==> config.mk <==
export PLATFORM = sky130hd
export DESIGN_NAME = id_stage_flat
export DESIGN_NICKNAME = d
export VERILOG_FILES = /design/src/rtl/id_stage_if.sv /design/src/rtl/id_stage.sv /design/src/flat_wrapper.sv
export SDC_FILE = /design/constraint.sdc
export NUM_CORES = 1
export LEC_CHECK = 0
export CAP_MARGIN = 0
export CORE_MARGIN = 2
export CORE_UTILIZATION = 38
export CTS_CLUSTER_SIZE = 20
export DETAILED_ROUTE_END_ITERATION = 10
export HOLD_SLACK_MARGIN = 0.06
export PLACE_DENSITY = 0.76
export SLEW_MARGIN = 40
export SYNTH_ARGS = -nofsm -noshare
export SYNTH_HDL_FRONTEND = slang
export SYNTH_SLANG_ARGS = --single-unit
==> constraint.sdc <==
create_clock -name clk -period 2.5 [get_ports clk]
set_input_delay 0.5 -clock clk [delete_from_list [all_inputs] [get_ports clk]]
set_output_delay 0.5 -clock clk [all_outputs]
set_load 0.03 [all_outputs]
==> src/rtl/id_stage_if.sv <==
// Handshake bundles on both sides of the decode stage.
// if_id_if carries the fetch bus; id_ex_if carries the ID/EX pipeline register and the downstream flush.
interface if_id_if;
  localparam int unsigned INSTR_WIDTH = 32;

  logic                   if_valid;
  logic                   if_ready;
  logic [INSTR_WIDTH-1:0] if_instr;

  modport master (
    output if_valid,
    output if_instr,
    input  if_ready
  );

  modport slave (
    input  if_valid,
    input  if_instr,
    output if_ready
  );
endinterface

interface id_ex_if #(
  parameter int unsigned RF_ADDRESS_WIDTH = 5,
  parameter int unsigned DATA_WIDTH       = 16
);
  localparam int unsigned ALU_OP_WIDTH = 3;
  localparam int unsigned TARGET_WIDTH = 26;

  logic                        ex_valid;
  logic                        ex_ready;
  logic                        flush;
  logic [ALU_OP_WIDTH-1:0]     ex_alu_op;
  logic                        ex_alu_src_imm;
  logic                        ex_reg_write;
  logic                        ex_mem_read;
  logic                        ex_mem_write;
  logic                        ex_branch;
  logic                        ex_jump;
  logic                        ex_illegal;
  logic [RF_ADDRESS_WIDTH-1:0] ex_dest;
  logic [RF_ADDRESS_WIDTH-1:0] ex_rs1;
  logic [RF_ADDRESS_WIDTH-1:0] ex_rs2;
  logic [DATA_WIDTH-1:0]       ex_imm;
  logic [TARGET_WIDTH-1:0]     ex_target;

  modport master (
    output ex_valid,
    output ex_alu_op,
    output ex_alu_src_imm,
    output ex_reg_write,
    output ex_mem_read,
    output ex_mem_write,
    output ex_branch,
    output ex_jump,
    output ex_illegal,
    output ex_dest,
    output ex_rs1,
    output ex_rs2,
    output ex_imm,
    output ex_target,
    input  ex_ready,
    input  flush
  );

  modport slave (
    input  ex_valid,
    input  ex_alu_op,
    input  ex_alu_src_imm,
    input  ex_reg_write,
    input  ex_mem_read,
    input  ex_mem_write,
    input  ex_branch,
    input  ex_jump,
    input  ex_illegal,
    input  ex_dest,
    input  ex_rs1,
    input  ex_rs2,
    input  ex_imm,
    input  ex_target,
    output ex_ready,
    output flush
  );
endinterface

==> src/rtl/id_stage.sv <==
// MIPS-subset instruction decode stage: register-file addressing, control decode into the
// ID/EX register, load-use bubble insertion, flush handling and a saturating stall counter.
module id_stage #(
  parameter int unsigned RF_ADDRESS_WIDTH = 5,
  parameter int unsigned DATA_WIDTH       = 16,
  parameter int unsigned CNT_WIDTH        = 16
) (
  input  logic                        clk,
  input  logic                        rst,
  if_id_if.slave                      if_bus,
  id_ex_if.master                     ex_bus,
  output logic [RF_ADDRESS_WIDTH-1:0] rs1,
  output logic [RF_ADDRESS_WIDTH-1:0] rs2,
  output logic [CNT_WIDTH-1:0]        stall_cnt
);

  localparam int unsigned OP_WIDTH     = 6;
  localparam int unsigned ALU_OP_WIDTH = 3;
  localparam int unsigned TARGET_WIDTH = 26;
  localparam int unsigned IMM_WIDTH    = 16;

  localparam logic [OP_WIDTH-1:0] OP_RTYPE = 6'b000000;
  localparam logic [OP_WIDTH-1:0] OP_ADDI  = 6'b001000;
  localparam logic [OP_WIDTH-1:0] OP_LW    = 6'b100011;
  localparam logic [OP_WIDTH-1:0] OP_SW    = 6'b101011;
  localparam logic [OP_WIDTH-1:0] OP_BEQ   = 6'b000100;
  localparam logic [OP_WIDTH-1:0] OP_J     = 6'b000010;

  localparam logic [OP_WIDTH-1:0] FN_ADD = 6'b100000;
  localparam logic [OP_WIDTH-1:0] FN_SUB = 6'b100010;
  localparam logic [OP_WIDTH-1:0] FN_AND = 6'b100100;
  localparam logic [OP_WIDTH-1:0] FN_OR  = 6'b100101;
  localparam logic [OP_WIDTH-1:0] FN_SLT = 6'b101010;

  typedef enum logic [ALU_OP_WIDTH-1:0] {
    ALU_ADD = 3'd0,
    ALU_SUB = 3'd1,
    ALU_AND = 3'd2,
    ALU_OR  = 3'd3,
    ALU_SLT = 3'd4
  } alu_op_e;

  typedef struct packed {
    alu_op_e                     alu_op;
    logic                        alu_src_imm;
    logic                        reg_write;
    logic                        mem_read;
    logic                        mem_write;
    logic                        branch;
    logic                        jump;
    logic                        illegal;
    logic [RF_ADDRESS_WIDTH-1:0] dest;
    logic [RF_ADDRESS_WIDTH-1:0] rs1;
    logic [RF_ADDRESS_WIDTH-1:0] rs2;
    logic [DATA_WIDTH-1:0]       imm;
    logic [TARGET_WIDTH-1:0]     target;
  } id_ex_t;

  logic [OP_WIDTH-1:0]         op;
  logic [OP_WIDTH-1:0]         funct;
  logic [RF_ADDRESS_WIDTH-1:0] fld_rs;
  logic [RF_ADDRESS_WIDTH-1:0] fld_rt;
  logic [RF_ADDRESS_WIDTH-1:0] fld_rd;

  id_ex_t dec_c;
  logic   reads_rs_c;
  logic   reads_rt_c;
  logic   hazard_c;
  logic   ready_c;
  logic   transfer_c;

  id_ex_t               ex_d, ex_q;
  logic                 ex_valid_d, ex_valid_q;
  logic [CNT_WIDTH-1:0] stall_cnt_d, stall_cnt_q;

  assign op     = if_bus.if_instr[31:26];
  assign funct  = if_bus.if_instr[5:0];
  assign fld_rs = RF_ADDRESS_WIDTH'(if_bus.if_instr[25:21]);
  assign fld_rt = RF_ADDRESS_WIDTH'(if_bus.if_instr[20:16]);
  assign fld_rd = RF_ADDRESS_WIDTH'(if_bus.if_instr[15:11]);

  assign rs1 = fld_rs;
  assign rs2 = fld_rt;

  // Control decode; unsupported encodings carry only the illegal flag and read nothing.
  always_comb begin : decode
    dec_c        = '0;
    reads_rs_c   = 1'b0;
    reads_rt_c   = 1'b0;
    dec_c.rs1    = fld_rs;
    dec_c.rs2    = fld_rt;
    dec_c.imm    = DATA_WIDTH'(if_bus.if_instr[IMM_WIDTH-1:0]);
    dec_c.target = if_bus.if_instr[TARGET_WIDTH-1:0];
    case (op)
      OP_RTYPE: begin
        dec_c.reg_write = 1'b1;
        dec_c.dest      = fld_rd;
        reads_rs_c      = 1'b1;
        reads_rt_c      = 1'b1;
        case (funct)
          FN_ADD:  dec_c.alu_op = ALU_ADD;
          FN_SUB:  dec_c.alu_op = ALU_SUB;
          FN_AND:  dec_c.alu_op = ALU_AND;
          FN_OR:   dec_c.alu_op = ALU_OR;
          FN_SLT:  dec_c.alu_op = ALU_SLT;
          default: begin
            dec_c.illegal   = 1'b1;
            dec_c.reg_write = 1'b0;
            dec_c.dest      = '0;
            reads_rs_c      = 1'b0;
            reads_rt_c      = 1'b0;
          end
        endcase
      end
      OP_ADDI: begin
        dec_c.alu_src_imm = 1'b1;
        dec_c.reg_write   = 1'b1;
        dec_c.dest        = fld_rt;
        reads_rs_c        = 1'b1;
      end
      OP_LW: begin
        dec_c.alu_src_imm = 1'b1;
        dec_c.reg_write   = 1'b1;
        dec_c.mem_read    = 1'b1;
        dec_c.dest        = fld_rt;
        reads_rs_c        = 1'b1;
      end
      OP_SW: begin
        dec_c.alu_src_imm = 1'b1;
        dec_c.mem_write   = 1'b1;
        reads_rs_c        = 1'b1;
        reads_rt_c        = 1'b1;
      end
      OP_BEQ: begin
        dec_c.alu_op = ALU_SUB;
        dec_c.branch = 1'b1;
        reads_rs_c   = 1'b1;
        reads_rt_c   = 1'b1;
      end
      OP_J:    dec_c.jump    = 1'b1;
      default: dec_c.illegal = 1'b1;
    endcase
    if (dec_c.dest == '0) begin
      dec_c.reg_write = 1'b0;
    end
  end

  // Load-use: the load in ID/EX produces a register this instruction actually reads.
  assign hazard_c = ex_valid_q & ex_q.mem_read & (ex_q.dest != '0) & if_bus.if_valid &
                    ((reads_rs_c & (fld_rs == ex_q.dest)) |
                     (reads_rt_c & (fld_rt == ex_q.dest)));

  assign ready_c    = ~rst & (ex_bus.flush | (~hazard_c & (~ex_valid_q | ex_bus.ex_ready)));
  assign transfer_c = if_bus.if_valid & ready_c;

  assign if_bus.if_ready = ready_c;

  // ID/EX next state; flush outranks a bubble, so a flushed hazard is not counted.
  always_comb begin : next_state
    ex_d        = ex_q;
    ex_valid_d  = ex_valid_q;
    stall_cnt_d = stall_cnt_q;
    if (ex_bus.flush) begin
      ex_valid_d = 1'b0;
    end else if (hazard_c && ex_bus.ex_ready) begin
      ex_valid_d = 1'b0;
      if (stall_cnt_q != {CNT_WIDTH{1'b1}}) begin
        stall_cnt_d = stall_cnt_q + CNT_WIDTH'(1);
      end
    end else if (transfer_c) begin
      ex_d       = dec_c;
      ex_valid_d = 1'b1;
    end else if (ex_bus.ex_ready) begin
      ex_valid_d = 1'b0;
    end
  end

  always_ff @(posedge clk) begin : regs
    if (rst) begin
      ex_q        <= '0;
      ex_valid_q  <= 1'b0;
      stall_cnt_q <= '0;
    end else begin
      ex_q        <= ex_d;
      ex_valid_q  <= ex_valid_d;
      stall_cnt_q <= stall_cnt_d;
    end
  end

  assign ex_bus.ex_valid       = ex_valid_q;
  assign ex_bus.ex_alu_op      = ex_q.alu_op;
  assign ex_bus.ex_alu_src_imm = ex_q.alu_src_imm;
  assign ex_bus.ex_reg_write   = ex_q.reg_write;
  assign ex_bus.ex_mem_read    = ex_q.mem_read;
  assign ex_bus.ex_mem_write   = ex_q.mem_write;
  assign ex_bus.ex_branch      = ex_q.branch;
  assign ex_bus.ex_jump        = ex_q.jump;
  assign ex_bus.ex_illegal     = ex_q.illegal;
  assign ex_bus.ex_dest        = ex_q.dest;
  assign ex_bus.ex_rs1         = ex_q.rs1;
  assign ex_bus.ex_rs2         = ex_q.rs2;
  assign ex_bus.ex_imm         = ex_q.imm;
  assign ex_bus.ex_target      = ex_q.target;
  assign stall_cnt             = stall_cnt_q;

endmodule

==> src/flat_wrapper.sv <==
// flat-port wrapper written by rule: the top's interface ports become plain ports
module id_stage_flat 
#(
  parameter int unsigned RF_ADDRESS_WIDTH = 5,
  parameter int unsigned DATA_WIDTH       = 16,
  parameter int unsigned CNT_WIDTH        = 16
)
  (clk, rst, rs1, rs2, stall_cnt, if_bus_if_valid, if_bus_if_instr, if_bus_if_ready, ex_bus_ex_valid, ex_bus_ex_alu_op, ex_bus_ex_alu_src_imm, ex_bus_ex_reg_write, ex_bus_ex_mem_read, ex_bus_ex_mem_write, ex_bus_ex_branch, ex_bus_ex_jump, ex_bus_ex_illegal, ex_bus_ex_dest, ex_bus_ex_rs1, ex_bus_ex_rs2, ex_bus_ex_imm, ex_bus_ex_target, ex_bus_ex_ready, ex_bus_flush);
  if_id_if if_bus_i ();
  id_ex_if #(.RF_ADDRESS_WIDTH(RF_ADDRESS_WIDTH), .DATA_WIDTH(DATA_WIDTH)) ex_bus_i ();
  input  logic clk;
  input  logic rst;
  output logic [RF_ADDRESS_WIDTH-1:0] rs1;
  output logic [RF_ADDRESS_WIDTH-1:0] rs2;
  output logic [CNT_WIDTH-1:0] stall_cnt;
  input wire logic [$bits(if_bus_i.if_valid)-1:0] if_bus_if_valid;
  input wire logic [$bits(if_bus_i.if_instr)-1:0] if_bus_if_instr;
  output wire logic [$bits(if_bus_i.if_ready)-1:0] if_bus_if_ready;
  output wire logic [$bits(ex_bus_i.ex_valid)-1:0] ex_bus_ex_valid;
  output wire logic [$bits(ex_bus_i.ex_alu_op)-1:0] ex_bus_ex_alu_op;
  output wire logic [$bits(ex_bus_i.ex_alu_src_imm)-1:0] ex_bus_ex_alu_src_imm;
  output wire logic [$bits(ex_bus_i.ex_reg_write)-1:0] ex_bus_ex_reg_write;
  output wire logic [$bits(ex_bus_i.ex_mem_read)-1:0] ex_bus_ex_mem_read;
  output wire logic [$bits(ex_bus_i.ex_mem_write)-1:0] ex_bus_ex_mem_write;
  output wire logic [$bits(ex_bus_i.ex_branch)-1:0] ex_bus_ex_branch;
  output wire logic [$bits(ex_bus_i.ex_jump)-1:0] ex_bus_ex_jump;
  output wire logic [$bits(ex_bus_i.ex_illegal)-1:0] ex_bus_ex_illegal;
  output wire logic [$bits(ex_bus_i.ex_dest)-1:0] ex_bus_ex_dest;
  output wire logic [$bits(ex_bus_i.ex_rs1)-1:0] ex_bus_ex_rs1;
  output wire logic [$bits(ex_bus_i.ex_rs2)-1:0] ex_bus_ex_rs2;
  output wire logic [$bits(ex_bus_i.ex_imm)-1:0] ex_bus_ex_imm;
  output wire logic [$bits(ex_bus_i.ex_target)-1:0] ex_bus_ex_target;
  input wire logic [$bits(ex_bus_i.ex_ready)-1:0] ex_bus_ex_ready;
  input wire logic [$bits(ex_bus_i.flush)-1:0] ex_bus_flush;
  assign if_bus_i.if_valid = if_bus_if_valid;
  assign if_bus_i.if_instr = if_bus_if_instr;
  assign if_bus_if_ready = if_bus_i.if_ready;
  assign ex_bus_ex_valid = ex_bus_i.ex_valid;
  assign ex_bus_ex_alu_op = ex_bus_i.ex_alu_op;
  assign ex_bus_ex_alu_src_imm = ex_bus_i.ex_alu_src_imm;
  assign ex_bus_ex_reg_write = ex_bus_i.ex_reg_write;
  assign ex_bus_ex_mem_read = ex_bus_i.ex_mem_read;
  assign ex_bus_ex_mem_write = ex_bus_i.ex_mem_write;
  assign ex_bus_ex_branch = ex_bus_i.ex_branch;
  assign ex_bus_ex_jump = ex_bus_i.ex_jump;
  assign ex_bus_ex_illegal = ex_bus_i.ex_illegal;
  assign ex_bus_ex_dest = ex_bus_i.ex_dest;
  assign ex_bus_ex_rs1 = ex_bus_i.ex_rs1;
  assign ex_bus_ex_rs2 = ex_bus_i.ex_rs2;
  assign ex_bus_ex_imm = ex_bus_i.ex_imm;
  assign ex_bus_ex_target = ex_bus_i.ex_target;
  assign ex_bus_i.ex_ready = ex_bus_ex_ready;
  assign ex_bus_i.flush = ex_bus_flush;
  id_stage #(.RF_ADDRESS_WIDTH(RF_ADDRESS_WIDTH), .DATA_WIDTH(DATA_WIDTH), .CNT_WIDTH(CNT_WIDTH)) u_core (.clk(clk), .rst(rst), .if_bus(if_bus_i), .ex_bus(ex_bus_i), .rs1(rs1), .rs2(rs2), .stall_cnt(stall_cnt));
endmodule
==> flow_summary.yaml <==
global_routing:
  grt_most_used_layer: "met2"
  grt_pass1_vias: 3042
  grt_pass1_wl_mm: 14.1
  globalRouteMet2Util_pct: 37.6
  groute.layer.met1.usage_pct: 23.1
  grt.overflow.total: 0
  gr-usage-met3_pct: 4.35
  grt_start_max_net_pins: 37
  antenna_found_initial: 0
  groute.usage.overall_pct: 20.4
sta:
  grt_setup_unrepaired: "yes"
  timing.slew.headroom_pct: 74.1
  timing.final.hold_violations: 0
  finalSetupTns_ns: -0.216
  clock_skew_ns: 0.00790
  worst_pin_slew_ns: 0.388
  report.final.slew_viol_count: 0
  fin_crit_ns: 2.72
  fin_crit_sh_pct: 109
  final.setup.worst_slack_ns: -0.216
  max_freq_mhz: 368
  setup_viol: 1
logic_synthesis:
  post_syn_area_sq_um: 3050
  ys_ff_latch: 58
  synth_ff_type: "dfxtp_1"
  ys_seq_area_share_pct: 38.1
  syn_avg_cell_area_sq_um: 8.26
  share_of_the_synthesized_area_in_the_top_cell_type_pct: 38.1
  synthCells: 369
  synth.distinct_cells: 49
  top_cells_by_instance_count_after_synthesis: "75 x nand2_1, 58 x dfxtp_1, 40 x a21oi_1"
  post_synth_edffs: 0
  synth_async_sr_flop_share_pct: 0
  synth_fp_nets: 407
  yosysMostFrequentCell: "nand2_1"
  yosysWarnings: 0
  synth_top_cells_by_area: "dfxtp_1 38%, nand2_1 9.2%, buf_4 9.1%"
  post-synth-top-area-cell: "dfxtp_1"
cts:
  cts.sinks: 58
  cts_htree_levels: 3
  clock_tree.root_cell: "clkbuf_8"
  insertion_delay_ns: 0.33
  cts_tree: "done"
  worst_setup_hold_path_clk_slew_ns: 0.06
  cts-buffers-inserted: 9
  maximum_root_to_sink_buffer_count: 2
power_and_ir_drop:
  power.share.combinational_pct: 17.6
  p_seq_share_pct: 38.5
  p_sw_w: 0.000631
  power_density_cells_nw_per_um2: 497
  max-vdd-ir-drop_v: 0.000326
  total_power_w: 0.00249
  power.share.switching_pct: 25.3
  power.internal_w: 0.00186
  cellLeakagePower_nw: 1.88
  clockPowerShare_pct: 43.9
floorplanning:
  initial_core_util_pct: 39.2
  coreArea_sq_um: 7770
  die_outline_area_sq_um: 8750
  io_pins: 132
  floorplan.die.height_microns: 93.6
  die_x_microns: 93.6
  core.rowCount: 32
worst_setup_path:
  r2r-end: "u_core.stall_cnt[2]"
  endpoint_kind: "output pin"
  worst_ep_required_time_ns: 2.00
  setup.worst_path.start: "if_bus_if_instr[4]"
  rrSetupSlack_ns: 0.15
  timing.critical_path.from_type: "primary input"
  path_max_fanout: 2
  critical_path_class: "in -> out"
  rr_worst_depth: 9
  worstReg2RegStart: "u_core.ex_bus.ex_dest[1]"
  critPathArrivalTime_ns: 2.22
routing:
  antenna_violating_nets_post_route: 0
  drt-total-wl_mm: 8.93
  routed-via-count: 3091
  drtIter0Drc: 72
  viasPerCell: 4.91
  drt_pre_antenna_iters: 4
  drcViolationCount: 0
  route.detailed.wl_per_inst_microns: 14.2
cells_and_area:
  drive_gt1_share_pct: 24.5
  design.final.nets: 560
  antennaDiodeCount: 0
  syn_to_final_growth_pct: 64.5
placement:
  hpwlAfterDp_mm: 6.65
  number_of_port_buffers: 131
  gp_congestion: 0.803
run_status:
  status: "finished with violations"
  violations: "setup timing"
min_path:
  whs_path_depth: 2
  hold_path_class: "reg -> reg"
  hold_end: "u_core.ex_bus.ex_alu_op[2]"
  holdCritStartpoint: "u_core.ex_bus.ex_alu_op[2]"
flow_run:
  max_cap_viol_count: 0
-- layout make-up --
type / count / area, sq um
timing repair buffer: 196 / 1820
inverter: 6 / 22.5
multi-input combinational: 251 / 1630
tap: 102 / 128
clock inverter: 5 / 100
clock buffer: 11 / 151
fill: 649 / 2750
sequential: 58 / 1160
-- registers in the layout (all words and copies together) (netlist names) --
signal and count:
u_core.ex_bus.ex_alu_src_imm 1, u_core.ex_bus.ex_valid 1, u_core.ex_bus.ex_alu_op 3, u_core.ex_bus.ex_mem_read 1
u_core.ex_bus.ex_rs1 1, u_core.ex_bus.ex_target 25, u_core.stall_cnt 16, u_core.ex_bus.ex_jump 1
u_core.ex_bus.ex_dest 5, u_core.ex_bus.ex_reg_write 1, u_core.ex_bus.ex_mem_write 1, u_core.ex_bus.ex_branch 1
u_core.ex_bus.ex_illegal 1
-- layer usage --
| layer | vias to the layer above | wire length [microns] |
|---|---|---|
| met3 | 10 | 505 |
| li1 | 1535 | - |
| met1 | 1446 | 3630 |
| met5 | - | 0 |
| met2 | 100 | 4690 |
| met4 | 0 | 106 |
-- critical path, stage by stage --
cell           delay, ns
dlygate4sd2_1       0.27
nor4b_4             0.30
o2111a_2            0.25
o21bai_4            0.12
nor2_2              0.06
or3_4               0.39
a21oi_4             0.14
nor2_2              0.05
buf_6               0.13
-- how the worst max path moves through the flow --
stage	end	slack (ns)	cells after the start
floorplan	if_bus_if_ready	0.002	7
global placement	if_bus_if_ready	-1.09	9
detailed placement	if_bus_if_ready	-1.14	9
CTS	if_bus_if_ready	-0.23	9
global route	if_bus_if_ready	-0.29	9
finish	if_bus_if_ready	-0.22	9
-- cell usage in the layout, fill, tap and decap left out, types with 4 or more instances in the layout --
master	count
buf_6	5
xor2_1	4
nand2_1	74
buf_4	58
nand4_1	4
nor2_1	26
buf_2	4
xnor2_2	5
nor4_2	9
a21oi_1	39
nand3_1	8
xnor2_1	13
clkdlybuf4s50_1	109
dfxtp_1	56
nor3_1	8
a221oi_1	5
dlygate4sd2_1	12
clkbuf_8	11
and3_1	4
inv_1	6
-- logic make-up (layout without fill, tap and decap cells) --
| kind of cell | after synthesis | after routing | synth area share, % |
|---|---|---|---|
| AND/OR/NAND/NOR | 163 | 163 | 28.2 |
| multiplexers | 3 | 3 | 1.03 |
| adder cells (fa/ha/maj) | 1 | 1 | 0.410 |
| flip-flops | 58 | 58 | 38.1 |
| AO/OA/AOI/OAI | 62 | 62 | 13.5 |
| XOR/XNOR | 22 | 22 | 6.32 |
| buffers and inverters | 60 | 218 | 12.5 |
-- power groups by stage --
stage | clock [W] | combinational [W] | sequential, W
floorplan | 0 | 0.000170 | 0.00102
global route | 0.00116 | 0.000466 | 0.000962
detailed placement | 0 | 0.000421 | 0.000980
finish | 0.00110 | 0.000439 | 0.000960
CTS | 0.00112 | 0.000433 | 0.000960
global placement | 0 | 0.000415 | 0.000979
-- stage by stage --
stage                     hold slack, ns  worst slack, ns  std cells  area (sq um)  utilization (%)
after global placement             0.443            -1.09        606          4610             59.3
after detailed placement           0.445            -1.14        606          4610             59.3
after CTS                          0.452           -0.227        628          4980             64.2
after global routing               0.475           -0.288        629          5010             64.6
after floorplan                    0.576          0.00201        369          3050                -
final                              0.450           -0.216        629          5010             64.6
-- timing repair --
action                                  in CTS  in global routing
hold buffers                                 0                  0
endpoints found under the setup margin      35                  1
pin swaps                                   16                  5
cloned                                       0                  0
gates resized for setup                     64                  7
buffers inserted                             6                  1
Note: power is estimated with default switching activity, not from simulation.
